<file path="src/rtl/alu_issue_ctrl.sv">
// Execute-stage ALU control decode with a registered X-stage copy, plus a
// fixed-latency mult/div issue sequencer that stalls the front end until the result is due.
module alu_issue_ctrl #(
   parameter int OPW         = 5,
   parameter int MULT_CYCLES = 32,
   parameter int DIV_CYCLES  = 32,
   parameter int CNT_W       = 8
) (
   input  logic            clock,
   input  logic            reset_n,
   input  logic [31:0]     dx_ir,
   input  logic            dx_valid,
   input  logic            flush,
   output logic [OPW-1:0]  alu_op,
   output logic [OPW-1:0]  sham,
   output logic            sx_sel,
   output logic            is_branch,
   output logic            md_start,
   output logic            md_is_div,
   output logic            md_done,
   output logic            stall
);

   typedef enum logic [1:0] {
      ST_IDLE = 2'd0,
      ST_BUSY = 2'd1,
      ST_DONE = 2'd2
   } state_t;

   state_t             r_state;
   state_t             w_state_next;
   logic [CNT_W-1:0]   r_cnt;
   logic [CNT_W-1:0]   w_cnt_next;
   logic               r_md_start;
   logic               r_md_done;
   logic               r_md_is_div;
   logic               w_start_next;
   logic               w_done_next;
   logic               w_div_next;
   logic               w_stall_core;

   logic [OPW-1:0]     r_alu_op;
   logic [OPW-1:0]     r_sham;
   logic               r_sx_sel;
   logic               r_is_branch;

   logic [4:0]         w_opcode;
   logic [4:0]         w_func;
   logic [4:0]         w_shamt;
   logic               w_multdiv;
   logic               w_is_div;
   logic               w_branch;
   logic               w_alu;
   logic               w_issue;
   logic [OPW-1:0]     w_alu_op_d;
   logic [OPW-1:0]     w_sham_d;
   logic               w_unused;

   assign w_opcode   = dx_ir[31:27];
   assign w_func     = dx_ir[6:2];
   assign w_shamt    = dx_ir[11:7];
   assign w_unused   = ^{dx_ir[26:12], dx_ir[1:0]};

   assign w_multdiv  = (w_opcode == 5'd0) && ((w_func == 5'd6) || (w_func == 5'd7));
   assign w_is_div   = (w_func == 5'd7);
   assign w_branch   = (w_opcode == 5'd2) || (w_opcode == 5'd6);
   assign w_alu      = (w_opcode == 5'd0) && !w_multdiv;
   assign w_issue    = dx_valid && w_multdiv && !flush;

   assign w_alu_op_d = w_alu    ? OPW'(w_func) :
                       w_branch ? OPW'(1)      : '0;
   assign w_sham_d   = (w_opcode == 5'd0) ? OPW'(w_shamt) : '0;

   always_comb begin
      w_state_next = r_state;
      w_cnt_next   = r_cnt;
      w_stall_core = 1'b0;
      w_start_next = 1'b0;
      w_done_next  = 1'b0;
      w_div_next   = r_md_is_div;
      case (r_state)
         ST_IDLE: begin
            if (w_issue) begin
               w_state_next = ST_BUSY;
               w_cnt_next   = w_is_div ? CNT_W'(DIV_CYCLES) : CNT_W'(MULT_CYCLES);
               w_stall_core = 1'b1;
               w_start_next = 1'b1;
               w_div_next   = w_is_div;
            end
         end
         ST_BUSY: begin
            if (flush) begin
               // Squashed: abandon the window silently, no result pulse.
               w_state_next = ST_IDLE;
               w_cnt_next   = '0;
            end else begin
               w_stall_core = 1'b1;
               if (r_cnt <= CNT_W'(1)) begin
                  w_state_next = ST_DONE;
                  w_cnt_next   = '0;
                  w_done_next  = 1'b1;
               end else begin
                  w_cnt_next   = r_cnt - CNT_W'(1);
               end
            end
         end
         ST_DONE: begin
            w_state_next = ST_IDLE;
         end
         default: begin
            w_state_next = ST_IDLE;
            w_cnt_next   = '0;
         end
      endcase
   end

   always_ff @(posedge clock or negedge reset_n) begin
      if (!reset_n) begin
         r_state     <= ST_IDLE;
         r_cnt       <= '0;
         r_md_start  <= 1'b0;
         r_md_done   <= 1'b0;
         r_md_is_div <= 1'b0;
      end else begin
         r_state     <= w_state_next;
         r_cnt       <= w_cnt_next;
         r_md_start  <= w_start_next;
         r_md_done   <= w_done_next;
         r_md_is_div <= w_div_next;
      end
   end

   // Decode registers advance only when the pipeline moves; dead or squashed slots become bubbles.
   always_ff @(posedge clock or negedge reset_n) begin
      if (!reset_n) begin
         r_alu_op    <= '0;
         r_sham      <= '0;
         r_sx_sel    <= 1'b0;
         r_is_branch <= 1'b0;
      end else if (!w_stall_core) begin
         if (!dx_valid || flush) begin
            r_alu_op    <= '0;
            r_sham      <= '0;
            r_sx_sel    <= 1'b0;
            r_is_branch <= 1'b0;
         end else begin
            r_alu_op    <= w_alu_op_d;
            r_sham      <= w_sham_d;
            r_sx_sel    <= (w_opcode != 5'd0);
            r_is_branch <= w_branch;
         end
      end
   end

   assign alu_op    = r_alu_op;
   assign sham      = r_sham;
   assign sx_sel    = r_sx_sel;
   assign is_branch = r_is_branch;
   assign md_start  = r_md_start;
   assign md_is_div = r_md_is_div;
   assign md_done   = r_md_done;
   assign stall     = reset_n & w_stall_core;

endmodule

</file>
<file path="config.mk">
export PLATFORM = sky130hd
export DESIGN_NAME = alu_issue_ctrl
export DESIGN_NICKNAME = d
export VERILOG_FILES = /design/src/rtl/alu_issue_ctrl.sv
export SDC_FILE = /design/constraint.sdc
export NUM_CORES = 1
export LEC_CHECK = 0
export BUFFER_PORTS_ARGS = -buffer_cell sky130_fd_sc_hd__buf_2
export CAP_MARGIN = 5
export CORE_ASPECT_RATIO = 0.9
export CORE_MARGIN = 5
export CORE_UTILIZATION = 43
export CTS_CLUSTER_DIAMETER = 80
export DETAILED_ROUTE_END_ITERATION = 10
export GPL_ROUTABILITY_DRIVEN = 1
export PLACE_DENSITY = 0.73
export SLEW_MARGIN = 20
export SYNTH_ARGS = -nofsm -noshare
export SYNTH_HDL_FRONTEND = slang
export SYNTH_SLANG_ARGS = --single-unit
</file>
<file path="constraint.sdc">
create_clock -name clock -period 1.5 [get_ports clock]
set_input_delay 0 -clock clock [delete_from_list [all_inputs] [get_ports clock]]
set_output_delay 0 -clock clock [all_outputs]
set_load 0.05 [all_outputs]
</file>
==> reports/metrics.yaml, run 1 <==
clock_network:
  clk_pin_slew_ns: 0.15
  clock_latency_ns: 0.33
  cts_made_buffers: 3
  tritoncts: "built"
  htree_levels: 1
  root_buffer: "clkbuf_4"
  cts_sinks: 25
  clockBufferDepth: 2
global_routing:
  grt_antenna_before_repair: 0
  grt_overflow: 0
  grt_pass1_wl_um: 5602
  grt_pass1_vias: 1248
  grtUsageTotal: 0.1803
  grt_max_degree: 26
sta:
  rsz0062_at_grt: "true"
  skew_ns: 0.004401
  finalHoldViolCount: 0
  fmax_ghz: 0.6424
  min_period_over_period: 1.038
  max_slew.worst_pin.slew_ns: 0.3972
  setup-violations-final: 6
  finalMaxSlewViolations: 0
  maxSlewHeadroom: 0.7327
  min_period_ns: 1.557
  setup_ws_ns: -0.05664
drt:
  dr.pass1.iters: 4
  ant_nets: 0
  via_per_inst: 5.197
  drt_iter0_drc: 51
  wl_um: 3499
  wl_per_cell_um: 14.95
  dr_total_vias: 1216
  drc: 0
final_layout:
  finalNetCount: 233
  fillers: 226
  regArea_um2: 625.6
  multi_input_area_um2: 593.1
  final_cells: 234
  diodes: 0
  drive_gt1_frac: 0.3505
  syn2layout_area_growth_pct: 41.52
power_and_ir_drop:
  vdd_drop_max_v: 0.0003921
  p_leak_uw: 0.0009766
  powerDensity_nw_per_um2: 614.9
  p_total_uw: 1117
run_status:
  status: "complete, but fails checks"
  violations: "negative setup slack"
place:
  gp_congestion: 0.8837
  port_buffers: 34
  place_inst: 213
  post-dp-hpwl_um: 2304
run:
  maxCapViolations: 0
critical_path:
  slowest_stage: "dfrtp_1"
  cp_num_buf_inv: 2
  cp_max_fo: 7
  cp.required_ns: 1.77
  criticalPathCategory: "reg -> reg"
  cp_top_family: "flip-flops"
  cp.arrival_ns: 1.83
  critical_path.max_stage_delay_ns: 0.42
  end_kind: "flop"
  r2r_start: "r_state[1]$_DFFE_PN0P_"
  path_cells: "or3b_4 -> buf_6 -> a41oi_4 -> buf_4 -> a22o_1"
  crit_start: "r_state[1]$_DFFE_PN0P_"
  critPathLaunchType: "flop"
yosys:
  synth-seq-area-share: 0.4873
  synth.area.top_cells: "dfrtp_1 (49%), mux2i_1 (7.0%), inv_1 (5.0%)"
  synth.largest_area_cell: "dfrtp_1"
  synth_cells: 128
  syn_area_um2: 1284
  syn-mean-instance-area_um2: 10.03
  synth_seq_cells: 25
  yosysTopAreaCellShare: 0.4873
  syn-num-nets: 166
  ys_warn_count: 0
  synth_cell_types: 38
die:
  start_util: 0.4560
  coreArea_um2: 2815
  die_x_um: 67.60
  num_rows: 18
  die_h_um: 61.84
  fp.dieArea_um2: 4180
  ios: 52
hold_path:
  hp-class: "in -> reg"
  min-delay-start: "dx_ir[27]"
-- where the power goes --
part	internal (uW)	leakage (uW)	switching, uW
logic	55.0	0.000619	61.5
clock network	104	0.0000150	216
registers	678	0.000343	2.47
total	838	0.000977	280
-- registers in the layout (all words and copies together) (netlist names) --
name       cells
alu_op         5
is_branch      1
md_done        1
md_is_div      1
md_start       1
r_cnt          8
r_state        2
sham           5
sx_sel         1
-- worst paths after layout --
| path | slack, ns | cells after the start | endpoint |
|---|---|---|---|
| worst max-delay path | -0.06 | 5 | r_cnt[2]$_DFFE_PN0P_ |
| worst min-delay path | 0.11 | 5 | is_branch$_DFFE_PN0N_ |
| worst max register to register | -0.06 | 5 | r_cnt[2]$_DFFE_PN0P_ |
| worst min register to register | 0.52 | 1 | r_cnt[6]$_DFFE_PN0P_ |
| max in group asynchronous | 1.06 | 3 | r_cnt[6]$_DFFE_PN0P_ |
| min in group asynchronous | 0.20 | 3 | r_state[0]$_DFFE_PN0P_ |
-- cells in the final DEF (no fill, tap or decap), types with 2 or more instances in the layout --
| master | n |
|---|---|
| a21o_1 | 2 |
| buf_4 | 15 |
| buf_2 | 33 |
| dfrtp_1 | 25 |
| mux2_2 | 2 |
| nand4_1 | 5 |
| a21oi_1 | 5 |
| nor3_1 | 2 |
| nand2b_1 | 2 |
| dlygate4sd3_1 | 12 |
| inv_1 | 17 |
| nand2_1 | 15 |
| o21ai_1 | 2 |
| nand3_1 | 3 |
| nor2_1 | 7 |
| mux2i_1 | 9 |
| clkbuf_4 | 3 |
| buf_6 | 4 |
| o21ai_0 | 3 |
| a31oi_1 | 2 |
-- worst register-to-register path, cell delays in order, from the launching register on --
cell	delay (ns)
dfrtp_1	0.42
or3b_4	0.40
buf_6	0.14
a41oi_4	0.27
buf_4	0.17
a22o_1	0.12
-- cells in the mapped netlist --
cell type	count
o21ai_1	2
o21ai_0	4
mux2i_1	9
nand2b_1	2
inv_1	17
nand4_1	5
nor2b_4	1
and4_1	1
nand4bb_1	1
or3b_1	1
dfrtp_1	25
ha_1	2
a21o_1	2
a31oi_1	2
or3_1	1
a41o_1	1
nor2b_1	1
a22o_1	1
nor4_1	1
o211ai_1	1
a41oi_4	1
or4_1	1
nor3_1	2
nand3_1	3
o31ai_1	1
o21bai_1	1
buf_6	2
nor4b_2	1
and2_1	1
nor2_1	8
clkbuf_1	1
nand2_1	15
a21oi_1	5
a41oi_1	1
or2_2	1
o22ai_1	1
and4bb_2	1
mux2_2	2
-- per-stage QoR --
stage          cell area [um^2]  setup slack [ns]  utilization  hold WS [ns]  setup TNS (ns)
6_report                   1817          -0.05664       0.6453        0.1055         -0.2323
4_1_cts                    1794          -0.02596       0.6373       0.07566        -0.09293
3_3_place_gp               1595        -0.0008825       0.5667       0.03739       -0.001560
2_1_floorplan              1296           0.01256            -       -0.2956               0
3_5_place_dp               1595          -0.04753       0.5667       0.04443         -0.1366
5_1_grt                    1817           -0.1526       0.6453        0.1105         -0.8412
-- per-layer routing --
| metal | global-route usage | part of all wire | vias to the layer above |
|---|---|---|---|
| li1 | - | - | 581 |
| met1 | 0.2226 | 0.41 | 582 |
| met2 | 0.3162 | 0.53 | 45 |
| met3 | 0.02158 | 0.040 | 8 |
| met4 | 0.08671 | 0.027 | 0 |
| met5 | 0 | 0 | - |
-- cells by family (layout without fill, tap and decap cells) --
kind of cell    count (synthesis)  in the layout  synth area share
simple gates                   47             47            0.2057
buf+inv                        20             86           0.07017
mux                            11             11           0.08772
compound gates                 23             23            0.1296
fa+ha+maj                       2              2           0.01949
flops                          25             25            0.4873
-- layout make-up --
type                       count  area share
multi-input combinational     83      0.3264
clock buffer                   4     0.01446
timing repair buffer          65      0.2521
inverter                      17     0.03512
sequential                    25      0.3444
tap                           40     0.02755
-- timing repair --
action                                  in CTS  in global routing
endpoints found under the setup margin       8                 18
hold buffers                                12                  0
setup buffers                                4                  1
resized for setup                            6                  5
pin swaps                                    2                  0
endpoints found under the hold margin       36                  0
(Power assumes the default switching activity.)
==> run 2, diff against run 1 <==
Settings changed: CORE_UTILIZATION 43 to 49, CTS_BUF_LIST set to sky130_fd_sc_hd__clkbuf_8, PLACE_DENSITY 0.73 to 0.79.
Clock period 1.5 ns to 1.6 ns, I/O delays scaled along.
==> reports/metrics.yaml, run 2 (synthesis results as in run 1) <==
sta:
  finalHoldViolCount: 0  # unchanged
  min_period_over_period: 0.9767
  fmax_ghz: 0.6399
  finalMaxSlewViolations: 0  # unchanged
  skew_ns: 0.002718  # -0.001683 ns
  rsz0062_at_grt: "true"
  min_period_ns: 1.563
  maxSlewHeadroom: 0.6287  # -0.1040
  setup_ws_ns: 0.03723  # +0.09386 ns
  setup-violations-final: 0  # -6
  hold-worst-slack_ns: 0.01281  # -0.09268 ns
  max_slew.worst_pin.slew_ns: 0.5497  # +0.1525 ns
critical_path:
  cp_max_fo: 8  # +1
  criticalPathCategory: "reg -> out"
  critical_path.max_stage_delay_ns: 0.45  # +0.03 ns
  regToRegEndpoint: "r_cnt[5]$_DFFE_PN0P_"
  cp.required_ns: 1.60  # -0.17 ns
  r2r_cells: 5  # unchanged
  cp.arrival_ns: 1.56  # -0.27 ns
  path_cells: "or3b_4 -> nor2b_4 -> nor2_4 -> buf_6"
  end_kind: "output pin"
  critPathLaunchType: "flop"
  ff2ff_setup_slack_ns: 0.07  # +0.13 ns
  cp_num_buf_inv: 1  # -1
  slowest_stage: "or3b_4"
  cp_top_family: "simple AND/OR/NAND/NOR gates"
  r2r_start: "r_cnt[0]$_DFFE_PN0P_"
drt:
  dr_total_vias: 1182  # -2.8%
  ant_nets: 0  # unchanged
  drc: 0  # unchanged
  wl_um: 3552  # +1.5%
  wl_per_cell_um: 16.60  # +11%
  via_per_inst: 5.523  # +6.3%
  dr.pass1.iters: 4  # unchanged
  drt_iter0_drc: 55  # +7.8%
final_layout:
  fillers: 181  # -20%
  syn2layout_area_growth_pct: 36.26
  final_cell_mix: "buf_2 (33), dfrtp_1 (25), inv_1 (18)"
  final_cells: 214  # -8.5%
  max_flop_register: "r_cnt"
  utilization: 0.7029  # +0.05753
  layout_commonest_cell: "buf_2"
  finalNetCount: 225  # -3.4%
  largest_reg_flops: 8  # unchanged
  diodes: 0  # unchanged
  drive_gt1_frac: 0.3548  # +0.004323
power_and_ir_drop:
  p_total_uw: 1102  # -1.4%
  vdd_drop_max_v: 0.0006564  # +67%
  powerDensity_nw_per_um2: 629.8  # +2.4%
  p_leak_uw: 0.0009416  # -3.6%
place:
  gp_congestion: 0.8338  # -5.6%
  post-dp-hpwl_um: 2344  # +1.7%
  place_ws_ns: -0.02729  # +0.02024 ns
  place_inst: 198  # -7.0%
  port_buffers: 34  # unchanged
global_routing:
  grt_pass1_vias: 1131  # -9.4%
  grt_overflow: 0  # unchanged
  grtUsageTotal: 0.1834  # +0.003146
  grt_pass1_wl_um: 5444  # -2.8%
  grt_max_degree: 26  # unchanged
  grt_antenna_before_repair: 0  # unchanged
hold_path:
  holdPathEnd: "is_branch$_DFFE_PN0N_"
  hp-class: "in -> reg"
  min-delay-start: "dx_ir[28]"
  hold_depth: 3  # -2
die:
  num_rows: 17  # -1
  coreArea_um2: 2489  # -12%
  die_h_um: 58.56  # -5.3%
  ios: 52  # unchanged
  fp.dieArea_um2: 3745  # -10%
  start_util: 0.5158  # +0.05984
  die_x_um: 63.96  # -5.4%
clock_network:
  htree_levels: 1  # unchanged
  clockBufferDepth: 2  # unchanged
  clk_pin_slew_ns: 0.09  # -0.06 ns
  cts_made_buffers: 3  # unchanged
  root_buffer: "clkbuf_8"
  tritoncts: "built"
  cts_sinks: 25  # unchanged
  clock_latency_ns: 0.26  # -0.07 ns
run_status:
  status: "finished, final reports clean"
run:
  maxCapViolations: 0  # unchanged
-- run 2: area by class of cell --
type,instances,area [um^2],share of cell area
clock buffer,3,41.29,0.02361
clock inverter,1,3.754,0.002146
inverter,17,63.81,0.03648
multi-input combinational,83,610.6,0.3491
sequential,25,625.6,0.3577
tap,28,35.03,0.02003
timing repair buffer,57,369.1,0.2110
-- run 2: what timing repair did --
item | CTS | global route
hold buffers | 8 | 0
endpoints found under the hold margin | 32 | 0
endpoints found under the setup margin | 4 | 8
gates resized for setup | 3 | 7
buffers inserted | 0 | 4
pin swaps | 1 | 3
-- run 2: layer usage --
layer / track usage / up-vias / wire (um)
li1: - / 561 / -
met1: 0.2454 / 573 / 1526
met2: 0.3042 / 44 / 1794
met3: 0.03244 / 4 / 192
met4: 0.05638 / 0 / 39
met5: 0 / - / 0
-- run 2: worst max-delay path by stage --
| stage | slack (ns) | end | cells after the start | startpoint |
|---|---|---|---|---|
| after floorplan | 0.006 | r_cnt[2]$_DFFE_PN0P_ | 6 | r_cnt[0]$_DFFE_PN0P_ |
| after global placement | 0.02 | r_cnt[2]$_DFFE_PN0P_ | 6 | r_cnt[0]$_DFFE_PN0P_ |
| after detailed placement | -0.03 | alu_op[0]$_DFFE_PN0N_ | 3 | r_state[0]$_DFFE_PN0P_ |
| after CTS | 0.003 | stall | 4 | r_state[1]$_DFFE_PN0P_ |
| after global routing | -0.02 | stall | 4 | r_state[1]$_DFFE_PN0P_ |
| final | 0.04 | stall | 4 | r_state[1]$_DFFE_PN0P_ |
-- run 2: stage by stage --
step                      cell area [um^2]  setup TNS (ns)
after global routing                  1749        -0.01621
final                                 1749               0
after CTS                             1684               0
after floorplan                       1289               0
after detailed placement              1550        -0.05293
after global placement                1550               0
-- run 2: power breakdown --
| group | leakage (uW) | internal [uW] | switching, uW |
|---|---|---|---|
| sequential | 0.000343 | 635 | 2.26 |
| combinational | 0.000572 | 45.1 | 56.4 |
| clock | 0.0000269 | 171 | 191 |
| total | 0.000942 | 852 | 250 |
-- run 2: worst register-to-register path: stages (launching register included) --
cell	delay, ns
dfrtp_1	0.41
buf_4	0.16
or4_4	0.54
o21ai_1	0.13
a21o_1	0.14
nand2_1	0.05
